===== config.mk =====
export PLATFORM = sky130hd
export DESIGN_NAME = osd_mixer_pipe
export DESIGN_NICKNAME = d
export VERILOG_FILES = /design/src/rtl/osd_mixer_pipe.sv
export SDC_FILE = /design/constraint.sdc
export NUM_CORES = 1
export LEC_CHECK = 0
export CORE_UTILIZATION = 48
export DETAILED_ROUTE_END_ITERATION = 6
export PLACE_DENSITY = 0.74
export REMOVE_ABC_BUFFERS = 1
export SKIP_CTS_REPAIR_TIMING = 1
export SLEW_MARGIN = 20
export SYNTH_ARGS = -nofsm -noshare
export SYNTH_HDL_FRONTEND = slang
export SYNTH_SLANG_ARGS = --single-unit

===== constraint.sdc =====
create_clock -name sys_clk_i -period 4.5 [get_ports sys_clk_i]
set_clock_uncertainty 0.1 [all_clocks]
set_input_delay 0.9 -clock sys_clk_i [delete_from_list [all_inputs] [get_ports sys_clk_i]]
set_output_delay 0.9 -clock sys_clk_i [all_outputs]
set_load 0.02 [all_outputs]

===== src/rtl/osd_mixer_pipe.sv =====
// OSD overlay/mixer: merges osd_window/osd_pixel onto video, with frame-latched mix mode and scanline dimming.
// Latency is 2 pix_en cycles for colour, syncs and window; pix_en low freezes every register (no backpressure).
module osd_mixer_pipe #(
    parameter int          COLOR_W  = 8,
    parameter logic        SYNC_POL = 1'b0,
    parameter logic [23:0] OSD_FG   = 24'hFFFFFF,
    parameter logic [23:0] OSD_BG   = 24'h0000C0,
    parameter int          SCAN_DIM = 1
) (
    input  logic               sys_clk_i,
    input  logic               sys_rst_i,
    input  logic               pix_en,
    input  logic [COLOR_W-1:0] red_in,
    input  logic [COLOR_W-1:0] green_in,
    input  logic [COLOR_W-1:0] blue_in,
    input  logic               hsync_in,
    input  logic               vsync_in,
    input  logic               window_in,
    input  logic               osd_window_in,
    input  logic               osd_pixel_in,
    input  logic [1:0]         mode_req,
    input  logic               scanline_ena,
    output logic [COLOR_W-1:0] red_out,
    output logic [COLOR_W-1:0] green_out,
    output logic [COLOR_W-1:0] blue_out,
    output logic               hsync_out,
    output logic               vsync_out,
    output logic               window_out,
    output logic [1:0]         mode_active
);

    // Top COLOR_W bits of an 8-bit channel, zero-padded below when COLOR_W > 8.
    function automatic logic [COLOR_W-1:0] chan(input logic [7:0] c8);
        logic [COLOR_W+7:0] ext;
        ext = {c8, {COLOR_W{1'b0}}};
        return ext[COLOR_W+7 -: COLOR_W];
    endfunction

    localparam logic [COLOR_W-1:0] FG_R = chan(OSD_FG[23:16]);
    localparam logic [COLOR_W-1:0] FG_G = chan(OSD_FG[15:8]);
    localparam logic [COLOR_W-1:0] FG_B = chan(OSD_FG[7:0]);
    localparam logic [COLOR_W-1:0] BG_R = chan(OSD_BG[23:16]);
    localparam logic [COLOR_W-1:0] BG_G = chan(OSD_BG[15:8]);
    localparam logic [COLOR_W-1:0] BG_B = chan(OSD_BG[7:0]);

    function automatic logic [COLOR_W-1:0] mix(
        input logic [COLOR_W-1:0] v,
        input logic [COLOR_W-1:0] f,
        input logic [COLOR_W-1:0] b,
        input logic               osd_w,
        input logic               osd_p,
        input logic [1:0]         mode,
        input logic               dim
    );
        logic [COLOR_W-1:0] m;
        m = v;
        if (osd_w) begin
            case (mode)
                2'd1:    m = osd_p ? f : b;
                2'd2:    m = osd_p ? f : COLOR_W'(({1'b0, v} + {1'b0, b}) >> 1);
                2'd3:    m = osd_p ? f : (v >> 1);
                default: m = v;
            endcase
        end
        // Dimming applies after the mix so OSD pixels on odd lines darken too.
        if (dim) begin
            m = (SCAN_DIM == 0) ? (m >> 1) : (m - (m >> 2));
        end
        return m;
    endfunction

    logic [COLOR_W-1:0] red_s1, green_s1, blue_s1;
    logic               hsync_s1, vsync_s1, window_s1, osd_window_s1, osd_pixel_s1;
    logic               scan_shadow, parity;
    logic               hs_edge, vs_edge, dim;

    assign hs_edge = (hsync_in == SYNC_POL) && (hsync_s1 != SYNC_POL);
    assign vs_edge = (vsync_in == SYNC_POL) && (vsync_s1 != SYNC_POL);
    assign dim     = scan_shadow & parity;

    always_ff @(posedge sys_clk_i) begin
        if (sys_rst_i) begin
            red_s1        <= '0;
            green_s1      <= '0;
            blue_s1       <= '0;
            hsync_s1      <= ~SYNC_POL;
            vsync_s1      <= ~SYNC_POL;
            window_s1     <= 1'b0;
            osd_window_s1 <= 1'b0;
            osd_pixel_s1  <= 1'b0;
            mode_active   <= 2'd0;
            scan_shadow   <= 1'b0;
            parity        <= 1'b0;
            red_out       <= '0;
            green_out     <= '0;
            blue_out      <= '0;
            hsync_out     <= ~SYNC_POL;
            vsync_out     <= ~SYNC_POL;
            window_out    <= 1'b0;
        end else if (pix_en) begin
            red_s1        <= red_in;
            green_s1      <= green_in;
            blue_s1       <= blue_in;
            hsync_s1      <= hsync_in;
            vsync_s1      <= vsync_in;
            window_s1     <= window_in;
            osd_window_s1 <= osd_window_in;
            osd_pixel_s1  <= osd_pixel_in;

            // vsync edge takes priority so a coincident hsync edge still starts the frame on parity 0.
            if (vs_edge) begin
                mode_active <= mode_req;
                scan_shadow <= scanline_ena;
                parity      <= 1'b0;
            end else if (hs_edge) begin
                parity <= ~parity;
            end

            red_out    <= window_s1 ? mix(red_s1,   FG_R, BG_R, osd_window_s1, osd_pixel_s1, mode_active, dim) : '0;
            green_out  <= window_s1 ? mix(green_s1, FG_G, BG_G, osd_window_s1, osd_pixel_s1, mode_active, dim) : '0;
            blue_out   <= window_s1 ? mix(blue_s1,  FG_B, BG_B, osd_window_s1, osd_pixel_s1, mode_active, dim) : '0;
            hsync_out  <= hsync_s1;
            vsync_out  <= vsync_s1;
            window_out <= window_s1;
        end
    end

endmodule

* Word level (Yosys, flattened, before mapping)
Cells that the tools add are included.
** Word-level totals
- Output and inout port bits :: 29
- Bits in registers :: 60
- Bits of input ports :: 35
- Word-level logic and storage cells :: 60
** Operators by class
- Equality and inequality tests :: 3
- Bitwise operators :: 4
- Multiplexer cells :: 26
- Add/subtract/negate cells :: 4
- Reductions and logical operators :: 6
** Operators with widths (count)
- 2-to-1 mux 8 bit :: 20
- one-hot mux 8 bit (2 select lines) :: 2
- one-hot mux 8 bit (3 select lines) :: 1
- subtractor 8 x 6 -> 8 bit :: 3
- adder 8 x 8 -> 9 bit (second input constant) :: 1
- 2-to-1 mux 6 bit :: 1
- == test 2 bit (second input constant) :: 2
- AND reduction 2 bit :: 2
- NOT 1 bit :: 3
- == test 2 x 1 -> 1 bit (second input constant) :: 1
- logical AND 1 bit :: 2
- 2-to-1 mux 1 bit :: 2
- nonzero test 2 bit :: 1
- OR reduction 2 bit :: 1
- AND 1 bit :: 1

* Logic depth before layout (Yosys ltp)
Gate-level depths: netlist of run 1.
- Word-level depth :: 9
- Depth in mapped cells :: 14
- Gate-level depth less buffers :: 11

* Least setup slack after synthesis of run 1
Ideal clock, no wire load.
- Kind :: register to register
- From :: reg mode_active[0]
- To :: reg green_out[7]
- Period minus slack after synthesis :: 3.029 ns
- Buffers on the path :: 3
- Arrival time :: 2.856 ns
- Required time :: 4.327 ns
- Stages on the path, launching flop included :: 14
- Library setup time :: 0.073 ns
- Setup slack :: 1.471 ns
- Path through :: dfxtp_1 -> buf_6 -> o21a_1 -> buf_6 -> clkbuf_1 -> nor2_1 -> a21oi_1 -> inv_1 -> ha_1 -> o21a_1 -> o31a_1 -> o31a_1 -> or4_1 -> o211ai_2
** On the way
- Word-level cells in the longest chain between the ends :: 9
- Elaborated cells between the ends (all ways) :: 11
- Classes of those cells :: add/sub: 1; eq/ne: 3; mux: 6; reduce/logical: 1
** RTL lines
- start, declared :: RTL line 29 : output logic [1:0] mode_active
- start signal, assigned :: RTL line 112 : mode_active <= mode_req;
- == test 2 bit :: RTL line 58 : case (mode)
- OR reduction 2 bit (no source line)
- one-hot mux 8 bit (2 select lines) * :: RTL line 58
- 2-to-1 mux 8 bit * :: RTL line 57 : if (osd_w) begin
- 2-to-1 mux 8 bit * :: RTL line 100 : end else if (pix_en) begin
- 2-to-1 mux 8 bit * :: RTL line 82 : if (sys_rst_i) begin
- subtractor 8 x 6 -> 8 bit :: RTL line 67 : m = (SCAN_DIM == 0) ? (m >> 1) : (m - (m >> 2));
- 2-to-1 mux 8 bit * :: RTL line 66 : if (dim) begin
- 2-to-1 mux 8 bit * :: RTL line 120 : green_out <= window_s1 ? mix(green_s1, FG_G, BG_G, osd_window_s1, osd_pixel_s1, mode_active, dim) : '0;
- end signal, assigned :: RTL line 120
- end, declared :: RTL line 24 : output logic [COLOR_W-1:0] green_out,
Mark *: on every way between the ends. The rest lies on a longest branch, timed or not. The select of a mux whose other input is x is not followed.
A chain may end at the register's enable or synchronous reset.

* Worst setup path after layout of run 1
- From :: reg mode_active[1]
- To :: reg green_out[7]
The elaborated chain is that of the path after synthesis.

==> results of run 1 <==
-- synthesized netlist by cell type (2+ instances only) --
library cell	number	share of area
o21ai_0	35	0.049
o21a_1	11	0.023
dfxtp_1	60	0.34
nand4_1	3	0.0052
o211ai_1	4	0.0084
o22ai_1	3	0.0052
clkbuf_1	16	0.017
buf_2	5	0.0070
nand2b_1	9	0.016
nor2b_1	10	0.017
o32ai_1	2	0.0049
a22oi_1	7	0.015
mux2i_1	33	0.092
and2_1	4	0.0070
inv_1	19	0.020
a211o_1	11	0.027
nand3_1	4	0.0056
a21boi_0	2	0.0042
a21o_1	3	0.0063
a211oi_1	5	0.010
o221a_2	3	0.0094
buf_1	3	0.0031
o31a_1	4	0.0098
o211ai_2	2	0.0070
buf_6	2	0.0063
or3b_2	2	0.0049
o41ai_1	2	0.0049
nor2_1	75	0.079
o31ai_1	4	0.0084
ha_1	19	0.066
or4_1	2	0.0042
xnor2_1	4	0.0098
fa_1	3	0.017
a21oi_1	28	0.039
nand2_1	33	0.035
a221oi_1	2	0.0049
-- placed cells by master, fill, tap and decap left out, types with 3 or more instances in the layout --
master           netlist  routed
nand2_1               33      33
inv_1                 19      19
buf_4                  1       4
clkdlybuf4s50_1        0      61
ha_1                  19      19
o31a_1                 4       4
nand4_1                3       3
nor2_1                75      75
fa_1                   3       3
a211o_1               11      11
mux2i_1               33      33
o21ai_0               35      35
o21a_1                11      11
nor2b_1               10      10
a21o_1                 3       3
o22ai_1                3       3
o211ai_1               4       4
nand3_1                4       4
a21oi_1               28      28
clkbuf_8               0       9
dfxtp_1               60      60
a211oi_1               5       5
o221a_2                3       3
nand2b_1               9       9
o31ai_1                4       4
a22oi_1                7       7
xnor2_1                4       4
and2_1                 4       4
-- layout make-up --
cell class	count	share of cell area
multi-input combinational	335	0.495
sequential	60	0.273
timing repair buffer	67	0.148
clock buffer	9	0.0281
tap	99	0.0281
inverter	19	0.0162
clock inverter	7	0.0117
-- logic make-up (layout without fill, tap and decap cells) --
family / count (synthesis) / in the layout / share of synthesized area
compound gates: 132 / 132 / 0.246
simple gates: 144 / 144 / 0.178
mux: 33 / 33 / 0.0923
xor+xnor: 4 / 4 / 0.00979
buf+inv: 46 / 102 / 0.0552
flops: 60 / 60 / 0.336
fa+ha+maj: 22 / 22 / 0.0832
-- state kept, by name (all words and copies together), names as in the netlist --
register,cells
blue_out,8
blue_s1,8
green_out,8
green_s1,8
red_out,8
red_s1,8
mode_active,2
hsync_out,1
hsync_s1,1
osd_pixel_s1,1
osd_window_s1,1
parity,1
scan_shadow,1
vsync_out,1
vsync_s1,1
window_out,1
window_s1,1
-- per-stage QoR --
stage | cells | hold slack, ns | setup slack (ns) | util
detailed placement | 580 | 0.344 | 0.953 | 0.586
global route | 596 | 0.380 | 0.626 | 0.610
global placement | 580 | 0.339 | 1.09 | 0.586
CTS | 596 | 0.357 | 0.918 | 0.610
finish | 596 | 0.353 | 0.882 | 0.610
floorplan | 414 | 0.343 | 1.26 | -
-- path summary, 6_finish.rpt --
kind | start | end | slack [ns]
hold / removal | red_out[6]$_SDFFE_PP0P_ | red_out[6]$_SDFFE_PP0P_ | 0.35
setup / recovery | mode_active[1]$_SDFFE_PP0P_ | green_out[7]$_SDFFE_PP0P_ | 0.88
setup reg to reg | mode_active[1]$_SDFFE_PP0P_ | green_out[7]$_SDFFE_PP0P_ | 0.88
hold reg to reg | red_out[6]$_SDFFE_PP0P_ | red_out[6]$_SDFFE_PP0P_ | 0.35
-- report_power, final --
group / internal [mW] / leakage (nW) / switching, mW / total (mW)
combinational: 0.142 / 1.12 / 0.160 / 0.301
clock: 0.202 / 0.0860 / 0.238 / 0.440
sequential: 0.552 / 0.491 / 0.0193 / 0.571
-- worst reg2reg max path, delay by kind of cell, from the launching register on --
family / cells / cell delay [ns]
buffers and inverters: 1 / 0.09
DFF: 1 / 0.56
adders and majority gates: 1 / 0.39
and+or+nand+nor: 2 / 0.51
AOI/OAI and AO/OA: 6 / 1.92
-- routing by layer --
metal  global-route usage  up-vias
li1                     -     1662
met1                0.324     1539
met2                0.434       99
met3               0.0513       15
met4               0.0982        0
met5                    0        -
==> reports/qor.json, run 1 <==
{
  "outcome": {
    "outcome": "finished, final reports clean"
  },
  "floorplanning": {
    "ioPinCount": 64,
    "die_h_um": 88.3,
    "die_area_um2": 7800,
    "initial_core_util": 0.496,
    "placeableCoreArea_um2": 7210,
    "floorplan.rows": 31,
    "die_width_um": 88.3
  },
  "setup_path": {
    "crit_fanout": 27,
    "slowest_delay_ns": 0.82,
    "cp.depth": 10,
    "worstRegToRegCells": 10,
    "worst_path_dominant_cell_family": "compound AO/OA/AOI/OAI gates",
    "critical_path_required_ns": 4.68,
    "critPathArrivalTime_ns": 3.80,
    "timing.critical_path.slowest_stage_cell": "o21a_1",
    "critPathKind": "register to register",
    "cp_buf_inv_count": 1,
    "chain_of_cells_forming_the_critical_path": "o21a_1, nor2_1, a21oi_1, inv_1, ha_1, o21a_1, o31a_1, o31a_1, or4_1, o211ai_2",
    "timing.critical_path.from_type": "register",
    "end_kind": "register"
  },
  "sta": {
    "fmaxAchievable_mhz": 276,
    "final_report_hold_violation_count": 0,
    "final.period_utilization": 0.804,
    "worst-slew-pin-transition_ns": 0.974,
    "grt_setup_unrepaired": "no",
    "fin_tns_setup_ns": 0,
    "crit_path_time_final_ns": 3.62,
    "timing.max_slew.rel_slack": 0.348,
    "final_number_of_max_transition_violations": 0,
    "report.final.setup_viol": 0
  },
  "global_routing": {
    "grtUsageTotal": 0.257,
    "grt_start_max_net_pins": 29,
    "grt.overflow.total": 0,
    "wire_length_of_the_first_global_routing_pass_mm": 15.3,
    "antenna_violations_before_repair": 0,
    "first_global_vias": 3134
  },
  "synthesis": {
    "yosys.cell_types.count": 43,
    "synth_area_per_cell_um2": 8.11,
    "register_area_share_after_synthesis": 0.336,
    "synth_enable_flop_cells": 0,
    "syn_area_um2": 3580,
    "syn-instance-count": 441,
    "share_of_synthesized_flip_flops_with_an_asynchronous_set_or_reset": 0,
    "ys_seq_elements": 60,
    "yosys_warnings": 0,
    "ys_dominant_reg_cell": "dfxtp_1"
  },
  "detailed_routing": {
    "totalWireLength_mm": 9.12,
    "route.detailed.vias_per_inst": 5.56,
    "firstDrtPassIters": 4,
    "met3_length_um": 551,
    "drt.antenna.violating_nets": 0,
    "drcViolationCount": 0,
    "met2_wirelength_mm": 4.40,
    "drt_first_iter_violations": 199,
    "top_layer": "met4",
    "vias": 3315,
    "wl_met1_mm": 4.04,
    "drt-wirelength-per-cell_um": 15.3
  },
  "layout": {
    "seqCellArea_um2": 1200,
    "antenna-diode-count": 0,
    "finish.instance_area_um2": 4400,
    "final.fill_count": 668,
    "post_route_cells_drive_above_1_share": 0.0624,
    "final_net_count": 549,
    "multi_input_comb_area_um2": 2180,
    "area_growth_pct": 23.0
  },
  "cts": {
    "worst_skew_pair.late_latency_ns": 0.35,
    "root_buffer": "clkbuf_8",
    "numCtsBuffers": 9,
    "clkTransAtPathRegs_ns": 0.08,
    "cts_sinks": 60,
    "tritoncts_clock_tree": "built",
    "number_of_levels_the_h_tree_was_split_into": 3,
    "ctsLongestPathBuffers": 2
  },
  "hold_path": {
    "worst_hold_path_type": "register to register",
    "holdPathStages": 2
  },
  "place": {
    "buffer_ports.inserted": 63,
    "dp_hpwl_mm": 6.46,
    "dpl-instance-area_um2": 4230,
    "gp_congestion": 0.851
  },
  "power": {
    "power_per_cell_area_nw_per_um2": 298,
    "overall_power_after_layout_mw": 1.31,
    "power.leakage_nw": 1.70,
    "vdd.ir_drop.worst_mv": 0.185
  },
  "run": {
    "drv_cap": 0
  }
}
No activity file was read; power rests on OpenSTA's default activity.
==> run 2, diff against run 1 <==
Clock period 4.5 ns to 3.5 ns, I/O delays scaled along.
==> run 2 against run 1 <==
  * Register-to-register slack got worse by 0.52 ns
  * Power increased by 44%
  * Setup slack got worse by 0.52 ns
  * First-iteration DRC count decreased by 36%
  * Sequential power increased by 29%
  * Cell count increased by 0.50%
  * Worst hold slack about the same
  * Flip-flop and latch count unchanged
  * Largest power group is now the clock network
  * Design area increased by 2.5%
  * Non-clock buffer count increased by 4
  * Highest routed layer unchanged
  * Wire length increased by 0.31%
  * Clock-buffer cell count increased by 1
==> reports/qor.json, run 2 (synthesized netlist as in run 1, its figures left out) <==
{
  "detailed_routing": {
    "drt_first_iter_violations": {"value": 128, "change": "-36%"},
    "drt.antenna.violating_nets": {"value": 0, "change": "unchanged"},
    "firstDrtPassIters": {"value": 4, "change": "unchanged"},
    "totalWireLength": {"value": 9.15, "unit": "mm", "change": "+0.31%"},
    "drt-wirelength-per-cell": {"value": 15.3, "unit": "um", "change": "-0.20%"},
    "route.detailed.vias_per_inst": {"value": 5.60, "change": "+0.76%"},
    "vias": {"value": 3357, "change": "+1.3%"},
    "drcViolationCount": {"value": 0, "change": "unchanged"}
  },
  "setup_path": {
    "worst_path_dominant_cell_family": "compound AO/OA/AOI/OAI gates",
    "reg2reg_slack": {"value": 0.36, "unit": "ns", "change": "-0.52 ns"},
    "end_kind": "register",
    "timing.critical_path.from_type": "register",
    "crit_fanout": {"value": 17, "change": "-37%"},
    "chain_of_cells_forming_the_critical_path": "o21a_2, nor2_1, a21oi_1, inv_1, ha_1, nor2b_1, o31a_1, o31a_1, or4_1, o211ai_2",
    "worstRegToRegCells": {"value": 10, "change": "unchanged"},
    "worst_path_most_repeated_cell": "o31a_1",
    "cp_buf_inv_count": {"value": 1, "change": "unchanged"},
    "critical_path.reg2reg.endpoint": "green_out[7]$_SDFFE_PP0P_",
    "r2r_start": "mode_active[0]$_SDFFE_PP0P_",
    "critPathKind": "register to register",
    "slowest_delay": {"value": 0.55, "unit": "ns", "change": "-0.27 ns"},
    "critPathArrivalTime": {"value": 3.31, "unit": "ns", "change": "-0.49 ns"},
    "critical_path_required": {"value": 3.67, "unit": "ns", "change": "-1.01 ns"},
    "timing.critical_path.slowest_stage_cell": "dfxtp_1"
  },
  "sta": {
    "fin_tns_setup": {"value": 0, "unit": "ns", "change": "unchanged"},
    "grt_setup_unrepaired": "no",
    "final_number_of_max_transition_violations": {"value": 0, "change": "unchanged"},
    "crit_path_time_final": {"value": 3.14, "unit": "ns", "change": "-0.476 ns"},
    "post-route-worst-setup-slack": {"value": 0.358, "unit": "ns", "change": "-0.524 ns"},
    "worst-slew-pin-transition": {"value": 0.978, "unit": "ns", "change": "+0.00395 ns"},
    "fmaxAchievable": {"value": 318, "unit": "MHz", "change": "+15%"},
    "timing.max_slew.rel_slack": {"value": 0.346, "change": "-0.00181"},
    "final.period_utilization": {"value": 0.898, "change": "+0.0938"},
    "report.final.setup_viol": {"value": 0, "change": "unchanged"},
    "final_report_hold_violation_count": {"value": 0, "change": "unchanged"}
  },
  "global_routing": {
    "first_global_vias": {"value": 3101, "change": "-1.1%"},
    "wire_length_of_the_first_global_routing_pass": {"value": 14.5, "unit": "mm", "change": "-4.9%"},
    "grt_start_max_net_pins": {"value": 39, "change": "+34%"},
    "antenna_violations_before_repair": {"value": 0, "change": "unchanged"},
    "grt.overflow.total": {"value": 0, "change": "unchanged"},
    "grtUsageTotal": {"value": 0.246, "change": "-0.0110"}
  },
  "place": {
    "buffer_ports.inserted": {"value": 63, "change": "unchanged"},
    "dpl-instance-area": {"value": 4270, "unit": "um2", "change": "+1.0%"},
    "dp_hpwl": {"value": 6.53, "unit": "mm", "change": "+1.0%"},
    "gp_congestion": {"value": 0.861, "change": "+1.2%"},
    "dp_slack": {"value": 0.190, "unit": "ns", "change": "-0.763 ns"}
  },
  "cts": {
    "numCtsBuffers": {"value": 9, "change": "unchanged"},
    "number_of_levels_the_h_tree_was_split_into": {"value": 3, "change": "unchanged"},
    "ctsLongestPathBuffers": {"value": 2, "change": "unchanged"},
    "worst_skew_pair.late_latency": {"value": 0.35, "unit": "ns", "change": "about the same"},
    "clkTransAtPathRegs": {"value": 0.07, "unit": "ns", "change": "about the same"},
    "tritoncts_clock_tree": "built",
    "root_buffer": "clkbuf_8",
    "cts_sinks": {"value": 60, "change": "unchanged"}
  },
  "layout": {
    "seqCellArea": {"value": 1200, "unit": "um2", "change": "unchanged"},
    "finish.instance_area": {"value": 4510, "unit": "um2", "change": "+2.5%"},
    "area_growth_pct": 26.0,
    "post_route_cells_drive_above_1_share": {"value": 0.0720, "change": "+0.00963"},
    "final.fill_count": {"value": 674, "change": "+0.90%"},
    "leading_cell_type_in_the_layout_fill_and_taps_excluded": "nor2_1",
    "antenna-diode-count": {"value": 0, "change": "unchanged"},
    "final_net_count": {"value": 553, "change": "+0.73%"},
    "multi_input_comb_area": {"value": 2180, "unit": "um2", "change": "+0.17%"},
    "layout_common_cells": "nor2_1, clkdlybuf4s50_1, dfxtp_1"
  },
  "power": {
    "switching_power": {"value": 0.509, "unit": "mW", "change": "+22%"},
    "power_per_cell_area": {"value": 419, "unit": "nW/um2", "change": "+41%"},
    "swShare": {"value": 0.269, "change": "-0.0489"},
    "p_seq_frac": {"value": 0.389, "change": "-0.046"},
    "power.leakage": {"value": 1.76, "unit": "nW", "change": "+3.7%"},
    "vdd.ir_drop.worst": {"value": 0.233, "unit": "mV", "change": "+26%"},
    "comb_power_share": {"value": 0.210, "change": "-0.020"},
    "fraction_of_power_consumed_by_the_clock_network": {"value": 0.401, "change": "+0.066"},
    "internal_power": {"value": 1.38, "unit": "mW", "change": "+54%"}
  },
  "floorplanning": {
    "die_h": {"value": 88.3, "unit": "um", "change": "unchanged"},
    "ioPinCount": {"value": 64, "change": "unchanged"},
    "die_area": {"value": 7800, "unit": "um2", "change": "unchanged"},
    "initial_core_util": {"value": 0.496, "change": "unchanged"},
    "placeableCoreArea": {"value": 7210, "unit": "um2", "change": "unchanged"},
    "die_width": {"value": 88.3, "unit": "um", "change": "unchanged"},
    "floorplan.rows": {"value": 31, "change": "unchanged"}
  },
  "hold_path": {
    "timing.hold.worst.start": "red_out[4]$_SDFFE_PP0P_",
    "worst_hold_path_type": "register to register",
    "holdPathStages": {"value": 2, "change": "unchanged"},
    "min_delay_worst_endpoint": "red_out[4]$_SDFFE_PP0P_"
  },
  "outcome": {
    "outcome": "finished, final reports clean"
  },
  "run": {
    "drv_cap": {"value": 0, "change": "unchanged"}
  }
}
## run 2: worst reg2reg max path: cells and delay by family (launching register included)
kind	cells	cell delay, ns
flops	1	0.55
simple gates	3	0.65
fa+ha+maj	1	0.30
buf+inv	1	0.13
compound gates	5	1.36
## run 2: area by class of cell
cell class                      instances  share of cell area
Inverter                               19              0.0158
Clock inverter                          5              0.0222
Tap cell                               99              0.0275
Timing Repair Buffer                   71               0.154
Multi-Input combinational cell        335               0.484
Clock buffer                           10              0.0305
Sequential cell                        60               0.266
## run 2: worst max-delay path by stage
stage          slack [ns]  cells past startpoint                        start                         to
2_1_floorplan        0.26                     10  mode_active[1]$_SDFFE_PP0P_  green_out[7]$_SDFFE_PP0P_
3_3_place_gp         0.27                     11  mode_active[0]$_SDFFE_PP0P_   blue_out[4]$_SDFFE_PP0P_
3_5_place_dp         0.19                     11  mode_active[0]$_SDFFE_PP0P_   blue_out[4]$_SDFFE_PP0P_
4_1_cts              0.19                     11  mode_active[0]$_SDFFE_PP0P_   blue_out[4]$_SDFFE_PP0P_
5_1_grt              0.11                     11  mode_active[0]$_SDFFE_PP0P_   blue_out[7]$_SDFFE_PP0P_
6_report             0.36                     10  mode_active[0]$_SDFFE_PP0P_  green_out[7]$_SDFFE_PP0P_
## run 2: power groups by stage
stage               combinational, mW  clock, mW  sequential, mW
finish                          0.397      0.759           0.735
global route                    0.440      0.804           0.737
CTS                             0.394      0.771           0.734
detailed placement              0.389          0           0.749
global placement                0.379          0           0.749
floorplan                       0.252          0           0.748
## run 2: layer usage
metal	vias to the layer above	share of wire	GRT usage
li1	1670	-	-
met1	1556	0.44	0.308
met2	113	0.47	0.401
met3	18	0.062	0.0382
met4	0	0.023	0.147
met5	-	0	0
## run 2: per-stage QoR
step | hold WS [ns] | instances | util | power [mW]
after CTS | 0.358 | 599 | 0.625 | 1.90
after global routing | 0.381 | 599 | 0.625 | 1.98
after global placement | 0.339 | 584 | 0.592 | 1.13
after floorplan | 0.343 | 414 | - | 1.00
final | 0.353 | 599 | 0.625 | 1.89
after detailed placement | 0.344 | 584 | 0.592 | 1.14
==> run 3, diff against run 2 <==
Clock period 3.5 ns to 3.55 ns, I/O delays scaled along.
==> run 3 against run 2 <==
  * Critical path depth is the same
  * Sequential power fell by 1%
  * Global-route usage increased by 0.18 points
  * Combinational power shrank 2%
  * Highest routed layer unchanged
  * Setup slack got worse by 0.015 ns
  * Critical endpoint is now red_out[7]$_SDFFE_PP0P_
  * Clock power fell by 13%
  * Maximum frequency decreased by 2.0%
  * Core utilization down 0.43 points
  * First-iteration DRC count is 1.6% higher
  * Register-to-register slack about the same
  * Wire length rose by 0.85%
==> reports/qor.json, run 3 (synthesized netlist as in run 1, its figures left out) <==
{
  "sta": {
    "timing.max_slew.rel_slack": {"value": 0.345, "change": "-0.00153"},
    "final.period_utilization": {"value": 0.903, "change": "+0.00558"},
    "final_number_of_max_transition_violations": {"value": 0, "change": "unchanged"},
    "fin_hold_ws": {"value": 0.360, "unit": "ns", "change": "+0.00637 ns"},
    "grt_setup_unrepaired": "no",
    "fin_tns_setup": {"value": 0, "unit": "ns", "change": "unchanged"},
    "worst-slew-pin-transition": {"value": 0.980, "unit": "ns", "change": "+0.00229 ns"},
    "fmaxAchievable": {"value": 312, "unit": "MHz", "change": "-2.0%"},
    "post-route-worst-setup-slack": {"value": 0.343, "unit": "ns", "change": "-0.0147 ns"},
    "final_report_hold_violation_count": {"value": 0, "change": "unchanged"},
    "report.final.setup_viol": {"value": 0, "change": "unchanged"},
    "crit_path_time_final": {"value": 3.21, "unit": "ns", "change": "+0.0647 ns"}
  },
  "setup_path": {
    "critical_path_required": {"value": 3.73, "unit": "ns", "change": "+0.06 ns"},
    "critPathArrivalTime": {"value": 3.39, "unit": "ns", "change": "+0.08 ns"},
    "worstRegToRegCells": {"value": 10, "change": "unchanged"},
    "end_kind": "register",
    "r2r_start": "mode_active[0]$_SDFFE_PP0P_",
    "critical_path.reg2reg.endpoint": "red_out[7]$_SDFFE_PP0P_",
    "crit_fanout": {"value": 17, "change": "unchanged"},
    "reg2reg_slack": {"value": 0.34, "unit": "ns", "change": "about the same"},
    "timing.critical_path.from_type": "register",
    "critPathKind": "register to register"
  },
  "global_routing": {
    "first_global_vias": {"value": 3039, "change": "-2.0%"},
    "grtUsageTotal": {"value": 0.248, "change": "+0.00177"},
    "grt.overflow.total": {"value": 0, "change": "unchanged"},
    "grt_start_max_net_pins": {"value": 39, "change": "unchanged"},
    "wire_length_of_the_first_global_routing_pass": {"value": 14.5, "unit": "mm", "change": "-0.52%"},
    "antenna_violations_before_repair": {"value": 0, "change": "unchanged"}
  },
  "floorplanning": {
    "floorplan.rows": {"value": 31, "change": "unchanged"},
    "placeableCoreArea": {"value": 7210, "unit": "um2", "change": "unchanged"},
    "initial_core_util": {"value": 0.496, "change": "unchanged"},
    "die_width": {"value": 88.3, "unit": "um", "change": "unchanged"},
    "die_h": {"value": 88.3, "unit": "um", "change": "unchanged"},
    "die_area": {"value": 7800, "unit": "um2", "change": "unchanged"},
    "ioPinCount": {"value": 64, "change": "unchanged"}
  },
  "hold_path": {
    "timing.hold.worst.start": "blue_out[3]$_SDFFE_PP0P_",
    "holdPathStages": {"value": 2, "change": "unchanged"},
    "min_delay_worst_endpoint": "blue_out[3]$_SDFFE_PP0P_",
    "worst_hold_path_type": "register to register"
  },
  "layout": {
    "final.fill_count": {"value": 697, "change": "+3.4%"},
    "leading_cell_type_in_the_layout_fill_and_taps_excluded": "nor2_1",
    "final_util": {"value": 0.621, "change": "-0.00434"},
    "finish.instance_area": {"value": 4480, "unit": "um2", "change": "-0.69%"},
    "area_growth_pct": 25.2,
    "final_net_count": {"value": 553, "change": "unchanged"},
    "post_route_cells_drive_above_1_share": {"value": 0.0739, "change": "+0.00185"},
    "antenna-diode-count": {"value": 0, "change": "unchanged"},
    "post_layout_nonfiller_instances": {"value": 600, "change": "+0.17%"},
    "layout_common_cells": "nor2_1, clkdlybuf4s50_1, dfxtp_1"
  },
  "detailed_routing": {
    "route.detailed.vias_per_inst": {"value": 5.62, "change": "+0.34%"},
    "drcViolationCount": {"value": 0, "change": "unchanged"},
    "drt-wirelength-per-cell": {"value": 15.4, "unit": "um", "change": "+0.68%"},
    "drt.antenna.violating_nets": {"value": 0, "change": "unchanged"},
    "vias": {"value": 3374, "change": "+0.51%"},
    "totalWireLength": {"value": 9.23, "unit": "mm", "change": "+0.85%"},
    "firstDrtPassIters": {"value": 5, "change": "+1"},
    "drt_first_iter_violations": {"value": 130, "change": "+1.6%"}
  },
  "power": {
    "power.leakage": {"value": 1.74, "unit": "nW", "change": "-1.3%"},
    "overall_power_after_layout": {"value": 1.77, "unit": "mW", "change": "-6.4%"},
    "power_per_cell_area": {"value": 395, "unit": "nW/um2", "change": "-5.8%"},
    "vdd.ir_drop.worst": {"value": 0.291, "unit": "mV", "change": "+25%"}
  },
  "cts": {
    "clkTransAtPathRegs": {"value": 0.08, "unit": "ns", "change": "about the same"},
    "worst_skew_pair.late_latency": {"value": 0.36, "unit": "ns", "change": "about the same"},
    "number_of_levels_the_h_tree_was_split_into": {"value": 3, "change": "unchanged"},
    "root_buffer": "clkbuf_8",
    "cts_sinks": {"value": 60, "change": "unchanged"},
    "tritoncts_clock_tree": "built",
    "numCtsBuffers": {"value": 9, "change": "unchanged"},
    "ctsLongestPathBuffers": {"value": 2, "change": "unchanged"}
  },
  "run": {
    "drv_cap": {"value": 0, "change": "unchanged"}
  },
  "place": {
    "gp_congestion": {"value": 0.861, "change": "about the same"},
    "dp_hpwl": {"value": 6.52, "unit": "mm", "change": "-0.21%"},
    "dpl-instance-area": {"value": 4270, "unit": "um2", "change": "unchanged"},
    "dp_slack": {"value": 0.247, "unit": "ns", "change": "+0.0568 ns"},
    "buffer_ports.inserted": {"value": 63, "change": "unchanged"},
    "place.detailed.instances": {"value": 584, "change": "unchanged"}
  },
  "outcome": {
    "outcome": "finished, final reports clean"
  }
}
run 3: cell types whose count changed in the layout (fill, tap and decap cells not counted):
cell / delta
clkbuf_8: -1
clkinv_2: -2
inv_8: +1
clkinvlp_4: +2
bufinv_16: -2
inv_6: +3
run 3: worst max-delay path: stages (launching register included):
cell      delay [ns]
dfxtp_1         0.57
o21a_2          0.39
nor2_1          0.07
a21oi_1         0.26
inv_1           0.14
ha_1            0.31
nor2b_1         0.14
o31a_1          0.27
o31a_1          0.27
or4_1           0.42
o211ai_2        0.18
run 3: where the power goes:
| part | total (mW) | internal [mW] | leakage, nW | switching, mW |
|---|---|---|---|---|
| Sequential | 0.724 | 0.700 | 0.491 | 0.0249 |
| Clock | 0.657 | 0.336 | 0.0988 | 0.321 |
| Combinational | 0.388 | 0.184 | 1.15 | 0.204 |
| Total | 1.77 | 1.22 | 1.74 | 0.550 |
run 3: worst max path at each step:
stage | from | endpoint | slack (ns) | cells after the start
5_1_grt | mode_active[0]$_SDFFE_PP0P_ | red_out[7]$_SDFFE_PP0P_ | 0.13 | 10
3_3_place_gp | mode_active[0]$_SDFFE_PP0P_ | blue_out[4]$_SDFFE_PP0P_ | 0.32 | 11
2_1_floorplan | mode_active[1]$_SDFFE_PP0P_ | green_out[7]$_SDFFE_PP0P_ | 0.31 | 10
4_1_cts | mode_active[0]$_SDFFE_PP0P_ | red_out[7]$_SDFFE_PP0P_ | 0.18 | 10
6_report | mode_active[0]$_SDFFE_PP0P_ | red_out[7]$_SDFFE_PP0P_ | 0.34 | 10
3_5_place_dp | mode_active[0]$_SDFFE_PP0P_ | blue_out[4]$_SDFFE_PP0P_ | 0.25 | 11
run 3: cell type report:
class | count | area (um2) | area share
timing repair buffer | 71 | 693 | 0.155
tap | 99 | 124 | 0.0277
sequential | 60 | 1200 | 0.268
inverter | 19 | 71.3 | 0.0159
clock buffer | 9 | 124 | 0.0277
multi-input combinational | 335 | 2180 | 0.487
clock inverter | 7 | 82.6 | 0.0184
run 3: per-layer routing:
| layer | global-route usage | part of all wire |
|---|---|---|
| met1 | 0.306 | 0.43 |
| met2 | 0.411 | 0.46 |
| met3 | 0.0690 | 0.083 |
| met4 | 0.0953 | 0.023 |
| met5 | 0 | 0 |
